**src/rtl/lane_sched.sv**
```systemverilog
// lane_sched: five-lane road scheduler moving ten cars on a 0..20 grid.
// Per-lane period counters raise requests; a round-robin FSM steps the
// two cars of the granted lane, one car per cycle.
// Ports:
//   i_Clk        clock, all logic on the rising edge
//   i_Rst        synchronous active-high reset
//   i_Freeze     hold counters and grants (an update in flight completes)
//   i_Level_Up   pulse: raise level (saturating at 7), restart counters
//   o_Car_X      10 x 6-bit car X positions, car i at [i*6 +: 6]
//   o_Car_Y      10 x 6-bit constant car lanes, same packing
//   o_Level      current level 0..7
//   o_Busy       high in UPD_A / UPD_B
//   o_Overrun    sticky: a lane ticked while its request was pending
module lane_sched #(
  parameter int unsigned c_BASE_PERIOD = 700000,
  parameter int unsigned c_PERIOD_STEP = 100000,
  parameter int unsigned c_MIN_PERIOD  = 100000,
  parameter int unsigned c_LANE_SKEW   = 50000,
  parameter int          COUNTER_WIDTH = 21
) (
  input  logic        i_Clk,
  input  logic        i_Rst,
  input  logic        i_Freeze,
  input  logic        i_Level_Up,
  output logic [59:0] o_Car_X,
  output logic [59:0] o_Car_Y,
  output logic [2:0]  o_Level,
  output logic        o_Busy,
  output logic        o_Overrun
);

  typedef enum logic [1:0] {IDLE, UPD_A, UPD_B} state_t;

  function automatic logic [3:0] car_a(input logic [2:0] lane);
    case (lane)
      3'd0:    return 4'd0;
      3'd1:    return 4'd1;
      3'd2:    return 4'd4;
      3'd3:    return 4'd5;
      default: return 4'd8;
    endcase
  endfunction

  function automatic logic [3:0] car_b(input logic [2:0] lane);
    case (lane)
      3'd0:    return 4'd2;
      3'd1:    return 4'd3;
      3'd2:    return 4'd6;
      3'd3:    return 4'd7;
      default: return 4'd9;
    endcase
  endfunction

  function automatic logic [4:0] init_x(input int i);
    case (i)
      0:       return 5'd0;
      1:       return 5'd20;
      2:       return 5'd6;
      3:       return 5'd14;
      4:       return 5'd3;
      5:       return 5'd4;
      6:       return 5'd9;
      7:       return 5'd18;
      8:       return 5'd4;
      default: return 5'd11;
    endcase
  endfunction

  function automatic logic [5:0] car_y(input int i);
    case (i)
      0, 2:    return 6'd12;
      1, 3:    return 6'd11;
      4, 6:    return 6'd10;
      5, 7:    return 6'd9;
      default: return 6'd8;
    endcase
  endfunction

  // Even lanes drive right, odd lanes left; both wrap across 0..20.
  function automatic logic [4:0] move(input logic [4:0] x,
                                      input logic right);
    if (right) return (x == 5'd20) ? 5'd0 : x + 5'd1;
    else       return (x == 5'd0) ? 5'd20 : x - 5'd1;
  endfunction

  state_t                   state_q, state_d;
  logic [2:0]               last_q;
  logic [2:0]               level_q;
  logic [4:0]               pend_q, pend_d;
  logic                     ovr_q, ovr_d;
  logic [COUNTER_WIDTH-1:0] cnt [5];
  logic [4:0]               car_x [10];

  logic [31:0] dec, base_per;
  logic [31:0] lim [5];
  logic [4:0]  tick;
  logic        grant;
  logic [2:0]  gnt_lane;
  logic [2:0]  rr_pick;
  logic        rr_hit;
  logic [3:0]  rr_idx;

  // Underflow of base - level*step clamps to the floor.
  always_comb begin
    dec = 32'(level_q) * c_PERIOD_STEP;
    if (dec >= c_BASE_PERIOD)
      base_per = c_MIN_PERIOD;
    else if (c_BASE_PERIOD - dec < c_MIN_PERIOD)
      base_per = c_MIN_PERIOD;
    else
      base_per = c_BASE_PERIOD - dec;
  end

  always_comb begin
    tick = '0;
    for (int k = 0; k < 5; k++) begin
      lim[k] = base_per + 32'(k) * c_LANE_SKEW - 32'd1;
      tick[k] = !i_Freeze && !i_Level_Up &&
                (32'(cnt[k]) >= lim[k]);
    end
  end

  always_comb begin
    rr_pick = last_q;
    rr_hit = 1'b0;
    rr_idx = '0;
    for (int i = 1; i <= 5; i++) begin
      rr_idx = 4'(last_q) + 4'(i);
      if (rr_idx >= 4'd5) rr_idx = rr_idx - 4'd5;
      if (!rr_hit && pend_q[rr_idx[2:0]]) begin
        rr_hit = 1'b1;
        rr_pick = rr_idx[2:0];
      end
    end
  end

  always_comb begin
    state_d = state_q;
    grant = 1'b0;
    gnt_lane = last_q;
    unique case (state_q)
      IDLE: begin
        if (rr_hit && !i_Freeze && !i_Level_Up) begin
          grant = 1'b1;
          gnt_lane = rr_pick;
          state_d = UPD_A;
        end
      end
      UPD_A:   state_d = UPD_B;
      UPD_B:   state_d = IDLE;
      default: state_d = IDLE;
    endcase
  end

  // A grant clears first so a same-cycle tick re-arms without overrun.
  always_comb begin
    pend_d = pend_q;
    ovr_d = ovr_q;
    if (grant) pend_d[gnt_lane] = 1'b0;
    for (int k = 0; k < 5; k++) begin
      if (tick[k]) begin
        if (pend_d[k]) ovr_d = 1'b1;
        pend_d[k] = 1'b1;
      end
    end
    if (i_Level_Up) pend_d = '0;
  end

  always_ff @(posedge i_Clk) begin
    if (i_Rst) begin
      state_q <= IDLE;
      last_q  <= 3'd4;
      level_q <= '0;
      pend_q  <= '0;
      ovr_q   <= 1'b0;
      for (int k = 0; k < 5; k++) cnt[k] <= '0;
      for (int i = 0; i < 10; i++) car_x[i] <= init_x(i);
    end else begin
      state_q <= state_d;
      pend_q  <= pend_d;
      ovr_q   <= ovr_d;
      if (grant) last_q <= gnt_lane;
      if (i_Level_Up && level_q != 3'd7) level_q <= level_q + 3'd1;
      for (int k = 0; k < 5; k++) begin
        if (i_Level_Up)
          cnt[k] <= '0;
        else if (!i_Freeze)
          cnt[k] <= tick[k] ? '0 : cnt[k] + COUNTER_WIDTH'(1);
      end
      if (state_q == UPD_A)
        car_x[car_a(last_q)] <= move(car_x[car_a(last_q)], ~last_q[0]);
      if (state_q == UPD_B)
        car_x[car_b(last_q)] <= move(car_x[car_b(last_q)], ~last_q[0]);
    end
  end

  for (genvar i = 0; i < 10; i++) begin : g_out
    assign o_Car_X[i*6 +: 6] = {1'b0, car_x[i]};
    assign o_Car_Y[i*6 +: 6] = car_y(i);
  end

  assign o_Level   = level_q;
  assign o_Busy    = (state_q != IDLE);
  assign o_Overrun = ovr_q;

endmodule

```
**config.mk**
```make
export PLATFORM = sky130hd
export DESIGN_NAME = lane_sched
export DESIGN_NICKNAME = d
export VERILOG_FILES = /design/src/rtl/lane_sched.sv
export SDC_FILE = /design/constraint.sdc
export NUM_CORES = 1
export LEC_CHECK = 0
export CORE_MARGIN = 4
export CORE_UTILIZATION = 40
export DETAILED_ROUTE_END_ITERATION = 12
export HOLD_SLACK_MARGIN = 0.03
export SYNTH_ARGS = -nofsm -noshare
export SYNTH_HDL_FRONTEND = slang
export SYNTH_SLANG_ARGS = --single-unit
```
**constraint.sdc**
```tcl
create_clock -name i_Clk -period 19.8 [get_ports i_Clk]
set_input_delay 3.96 -clock i_Clk [delete_from_list [all_inputs] [get_ports i_Clk]]
set_output_delay 3.96 -clock i_Clk [all_outputs]
set_load 0.01 [all_outputs]
```
# [After elaboration in Yosys (flattened, before gate mapping)]
# Memories as Yosys holds them, arrays and structs flattened.
# Cells that the tools add are included.
[classes] n_mul=1 n_addsub=30 n_mux=112 reduce_logical=28 div=0 n_lt_le_gt_ge=19 shift=0 n_bitwise=12 eq_ne=9
[ops] cell="21-bit 2-to-1 mux" n=15
[ops] cell="21-bit by 32-bit >= comparator with 1-bit output" n=5
[ops] cell="32-bit by 1-bit subtractor with 32-bit output (second input constant)" n=5
[ops] cell="5-bit 2-to-1 mux" n=22
[ops] cell="21-bit by 1-bit adder with 21-bit output (second input constant)" n=5
[ops] cell="32-bit by 18-bit adder with 32-bit output (second input constant)" n=2
[ops] cell="32-bit 2-to-1 mux" n=2
[ops] cell="1-bit 2-to-1 mux" n=45
[ops] cell="3-bit 2-to-1 mux" n=12
[ops] cell="32-bit by 16-bit adder with 32-bit output (second input constant)" n=1
[ops] cell="32-bit by 17-bit adder with 32-bit output (second input constant)" n=1
[ops] cell="32-bit by 17-bit < comparator with 1-bit output (second input constant)" n=1
[ops] cell="4-bit one-hot mux with 4 select lines" n=2
[ops] cell="3-bit by 4-bit < comparator with 1-bit output (second input constant)" n=6
[ops] cell="4-bit 2-to-1 mux" n=6
[ops] cell="20-bit by 20-bit subtractor with 21-bit output (first input constant)" n=1
[ops] cell="20-bit >= comparator (second input constant)" n=1
[ops] cell="4-bit by 3-bit >= comparator with 1-bit output (second input constant)" n=5
[ops] cell="1-bit binary-select mux with 3-bit select" n=5
[ops] cell="3-bit by 12-bit multiplier with 15-bit output (second input constant)" n=1
[ops] cell="3-bit subtractor (second input constant)" n=5
[ops] cell="1-bit logical AND" n=14
[ops] cell="5-bit by 1-bit adder with 5-bit output (second input constant)" n=2
[ops] cell="5-bit equality test (second input constant)" n=2
[ops] cell="other kinds (25)" n=45
[word_totals] latch_bits=0 romBits=0 memories=2 word_cells=218 register_bits=14 mem_bits_rw=155 in_bits=4
[mem_list] memory="cnt" depth=5 word_bits=21 read_ports=5 rd_ports_with_merged_regs=0 wr=5 line="91" rtl="logic [COUNTER_WIDTH-1:0] cnt [5];"
[mem_list] memory="car_x" depth=10 word_bits=5 read_ports=12 rd_ports_with_merged_regs=0 wr=10 line="92" rtl="logic [4:0] car_x [10];"

# [Logic depth before layout (Yosys ltp)]
[depth] depth_word=39 depth_mapped=33

# [Least setup slack after synthesis]
# No wires, ideal clock.
[synth_timing] path_kind="register to register" start="reg level_q[1], in the netlist o_Level[1]" end="mem cnt[4][10] (data pin)" arrival_time_ps=6557 path_slack_ps=13103 setup_time_ps=140 path_buffers=4 path_stages_with_launch=33 cell_sequence="dfxtp_1 > buf_2 > inv_1 > ha_1 > inv_1 > ha_1 > buf_2 > and2_4 > o21a_1 > or3_1 > a221o_1 > a21boi_0 > a2bb2oi_1 > o31ai_4 > buf_2 > nor2_1 > inv_1 > ha_1 > a21oi_1 > nor2_1 > or3_1 > nand2_1 > nor4_1 > or3_1 > xnor2_1 > ha_1 > a21o_1 > a21o_1 > a221o_1 > nand2_1 > nand2_1 > clkbuf_1 > nor2_1"
[synth_rtl] item="start: declaration" line="88" rtl="logic [2:0] level_q;"
[synth_rtl] item="start signal: assignment" line="183" rtl="if (i_Level_Up && level_q != 3'd7) level_q <= level_q + 3'd1;"
[synth_rtl] item="end: declaration" line="91"

==> results.cfg <==
[power]
internal_power_uw = 751.9
switchingPower_uw = 411.4
leakagePower_uw = 0.006199
p_comb_share_pct = 32.2
peakVddDrop_uv = 66.67
clockPowerShare_pct = 30.9
power_density_mw_per_mm2 = 73.85
p_seq_share_pct = 36.9
p_sw_share_pct = 35.37

[critical_path]
startpoint = o_Level[0]$_SDFFE_PP0P_
worstPathArrival_ps = 9440
path_class = reg2reg
crit_fanout = 26
critPathSlowestCell = dfxtp_1
r2r-start = o_Level[0]$_SDFFE_PP0P_
crit_required_ps = 20090
critical_path.top_delay_family = compound AO/OA/AOI/OAI gates
cpPeakStageDelay_ps = 850
worst_setup_path_start_kind = register
cp_num_buf_inv = 3
cp-end-kind = register

[yosys]
ys_warn_count = 0
yosysSeqAreaShare_pct = 34.22
yosys-top-cells-area = edfxtp_1, ha_1, nor2_1
synthCells = 1635
yosysTopAreaCellShare_pct = 32.27
synth_top_cell_by_area = edfxtp_1
synthDistinctLibCells = 92
syn_area_mm2 = 0.01442
synth-seq-cells = 169
ys.flop_type = edfxtp_1
async_flop_share_pct = 0
syn_area_per_cell_um2 = 8.820
synth_edf_count = 155

[sta]
tightest_slew_ps = 1183
finClkSkew_ps = 11.33
fmax_ghz = 0.1092
final-hold-violation-count = 0
rsz0062_at_grt = no
fin_crit_ps = 9157
setup_tns_ps = 0
setup_violations = 0
slew_headroom_pct = 20.58
drv_slew = 0
fin_crit_sh_pct = 46.25

[clock_network]
clock-sinks = 169
clk_pin_slew_ps = 70
cts-htree-levels = 4
cts_root_buf = clkbuf_16
cts_tree = built
cts_resized = 0
clock_latency_ps = 450
cts.hold.buffers_added = 0
cts_buffer_depth = 2
numCtsBuffers = 17
cts_setup_buffers = 0

[grt]
grt_pass1_wl_um = 62820
grt_overflow = 0
grt_antenna_before_repair = 0
grt_pass1_vias = 11470
grt_max_degree = 85
grt_use_total_pct = 19.73

[routing]
vias_per_cell = 5.678
drt_iter0_drc = 951
postRouteAntennaNets = 0
drc = 0
via_count = 12090
avgRoutedWirePerCell_um = 18.34
first_pass_iters = 5
routed_wl_um = 39040

[placement]
port_buffers = 58
gp_congestion = 0.9921
hpwlAfterDp_um = 28760

[floorplan]
fp.dieH_um = 197.9
boundaryPins = 129
num_rows = 69
start_util_pct = 40.54
dieArea_mm2 = 0.03915
core_mm2 = 0.03557
die_w_um = 197.9

[cells_and_area]
final_core_util_pct = 44.29
n_fill_cell = 3523
final_nets = 1783
syn2layout_area_growth_pct = 9.231
diodes = 0
drive_gt1_share_pct = 5.156

[min_path]
hp-start = cnt[3][0]$_SDFFCE_PP0P_
hold_class = reg2reg

[outcome]
status = complete, no violations

[flow_run]
drv_cap = 0
==> path summary, 6_finish.rpt <==
kind | end | slack, ps | depth (start not counted)
setup reg to reg | cnt[2][15]$_SDFFCE_PP0P_ | 10640 | 25
hold / removal | cnt[3][0]$_SDFFCE_PP0P_ | 600 | 1
hold reg to reg | cnt[3][0]$_SDFFCE_PP0P_ | 600 | 1
setup / recovery | cnt[2][15]$_SDFFCE_PP0P_ | 10640 | 25
==> synthesized netlist by cell type (5+ instances only) <==
| cell type | instances |
|---|---|
| a2111oi_0 | 8 |
| a211oi_1 | 17 |
| a21o_1 | 24 |
| a21oi_1 | 71 |
| a31o_2 | 7 |
| a31oi_1 | 16 |
| a41oi_1 | 5 |
| and2_1 | 12 |
| and3_1 | 44 |
| and4_1 | 8 |
| buf_1 | 7 |
| buf_2 | 8 |
| buf_4 | 72 |
| clkbuf_1 | 49 |
| dfxtp_1 | 14 |
| edfxtp_1 | 155 |
| ha_1 | 123 |
| inv_1 | 45 |
| mux2_2 | 6 |
| mux2i_1 | 14 |
| nand2_1 | 130 |
| nand2b_1 | 26 |
| nand3_1 | 75 |
| nand4_1 | 16 |
| nor2_1 | 246 |
| nor2b_1 | 21 |
| nor3_1 | 34 |
| nor4_1 | 7 |
| o2111ai_1 | 5 |
| o211ai_1 | 10 |
| o21a_1 | 16 |
| o21ai_0 | 59 |
| o221ai_1 | 5 |
| o22ai_1 | 5 |
| o31ai_1 | 14 |
| or2_2 | 11 |
| or3_1 | 8 |
| xnor2_1 | 70 |
| xor2_1 | 80 |
==> through the flow <==
step / instances / cell area [µm²] / hold slack [ps] / total power, µW / setup WS, ps
after global placement: 2097 / 15130 / 578.4 / 800.0 / 10980
after floorplan: 1703 / 14680 / 562.6 / 713.1 / 13100
after detailed placement: 2097 / 15130 / 598.2 / 803.6 / 10930
after global routing: 2129 / 15750 / 627.0 / 1234 / 10070
after CTS: 2129 / 15750 / 606.0 / 1166 / 10910
final: 2129 / 15750 / 602.4 / 1163 / 10640
==> power groups by stage <==
stage | clock (µW) | combinational (µW) | sequential (µW)
after floorplan | 0 | 282 | 431
after global placement | 0 | 364 | 436
after detailed placement | 0 | 367 | 437
after CTS | 367 | 370 | 429
after global routing | 382 | 419 | 432
final | 359 | 375 | 429
==> state kept, by name, summed over array words and instances, names as in the netlist <==
register,count
cnt,105
car_x,50
pend_q,5
last_q,3
o_Level,3
state_q,2
o_Overrun,1
==> worst reg2reg max path: stages (launching register included) <==
cell and delay [ps]:
dfxtp_1 850, inv_1 580, ha_1 660, xnor2_1 580
nor3_1 190, o21a_1 280, a32o_1 250, a21oi_1 740
a2bb2oi_1 270, o31ai_4 210, buf_4 350, nor2_1 250
inv_1 220, ha_1 210, nor2_1 80, a21oi_1 300
o21ai_0 230, a211oi_2 350, xor2_1 360, ha_1 320
and3_1 180, o2111ai_1 120, o21ai_0 140, o31ai_1 460
nand2_1 540, nor2_1 280
==> area by class of cell <==
| class | count | area, µm² | share of cell area (%) |
|---|---|---|---|
| clock buffers | 19 | 432.9 | 2.748 |
| well taps | 461 | 576.8 | 3.662 |
| flip-flops and latches | 169 | 4936 | 31.33 |
| inverters | 49 | 188.9 | 1.199 |
| multi-input cells | 1347 | 8753 | 55.57 |
| repair buffers | 71 | 678.2 | 4.305 |
| clock inverters | 13 | 186.4 | 1.183 |
==> cells in the final DEF, fill, tap and decap left out, types with 34 or more instances in the layout <==
cell               n
xnor2_1           70
nor2_1           246
conb_1            70
xor2_1            80
edfxtp_1         155
nor3_1            34
and3_1            44
o21ai_0           59
ha_1             123
nand2_1          129
a21oi_1           71
inv_1             45
clkdlybuf4s50_1   58
nand3_1           75
==> metal layers <==
layer | wire length, µm | GRT usage (%)
met1 | 18570 | 28.93
met2 | 17130 | 29.84
met3 | 2615 | 3.794
met4 | 726 | 5.305
met5 | 0 | 0
==> logic make-up after synthesis <==
logic type                 synth area share (%)
and+or+nand+nor                           21.45
AOI/OAI and AO/OA                         15.76
buffers and inverters                     6.906
DFF                                       34.22
xor gates and xnor gates                  9.110
adders and majority gates                 10.81
muxes                                     1.700
other                                   0.05208
No activity file was read; power rests on OpenSTA's default activity.
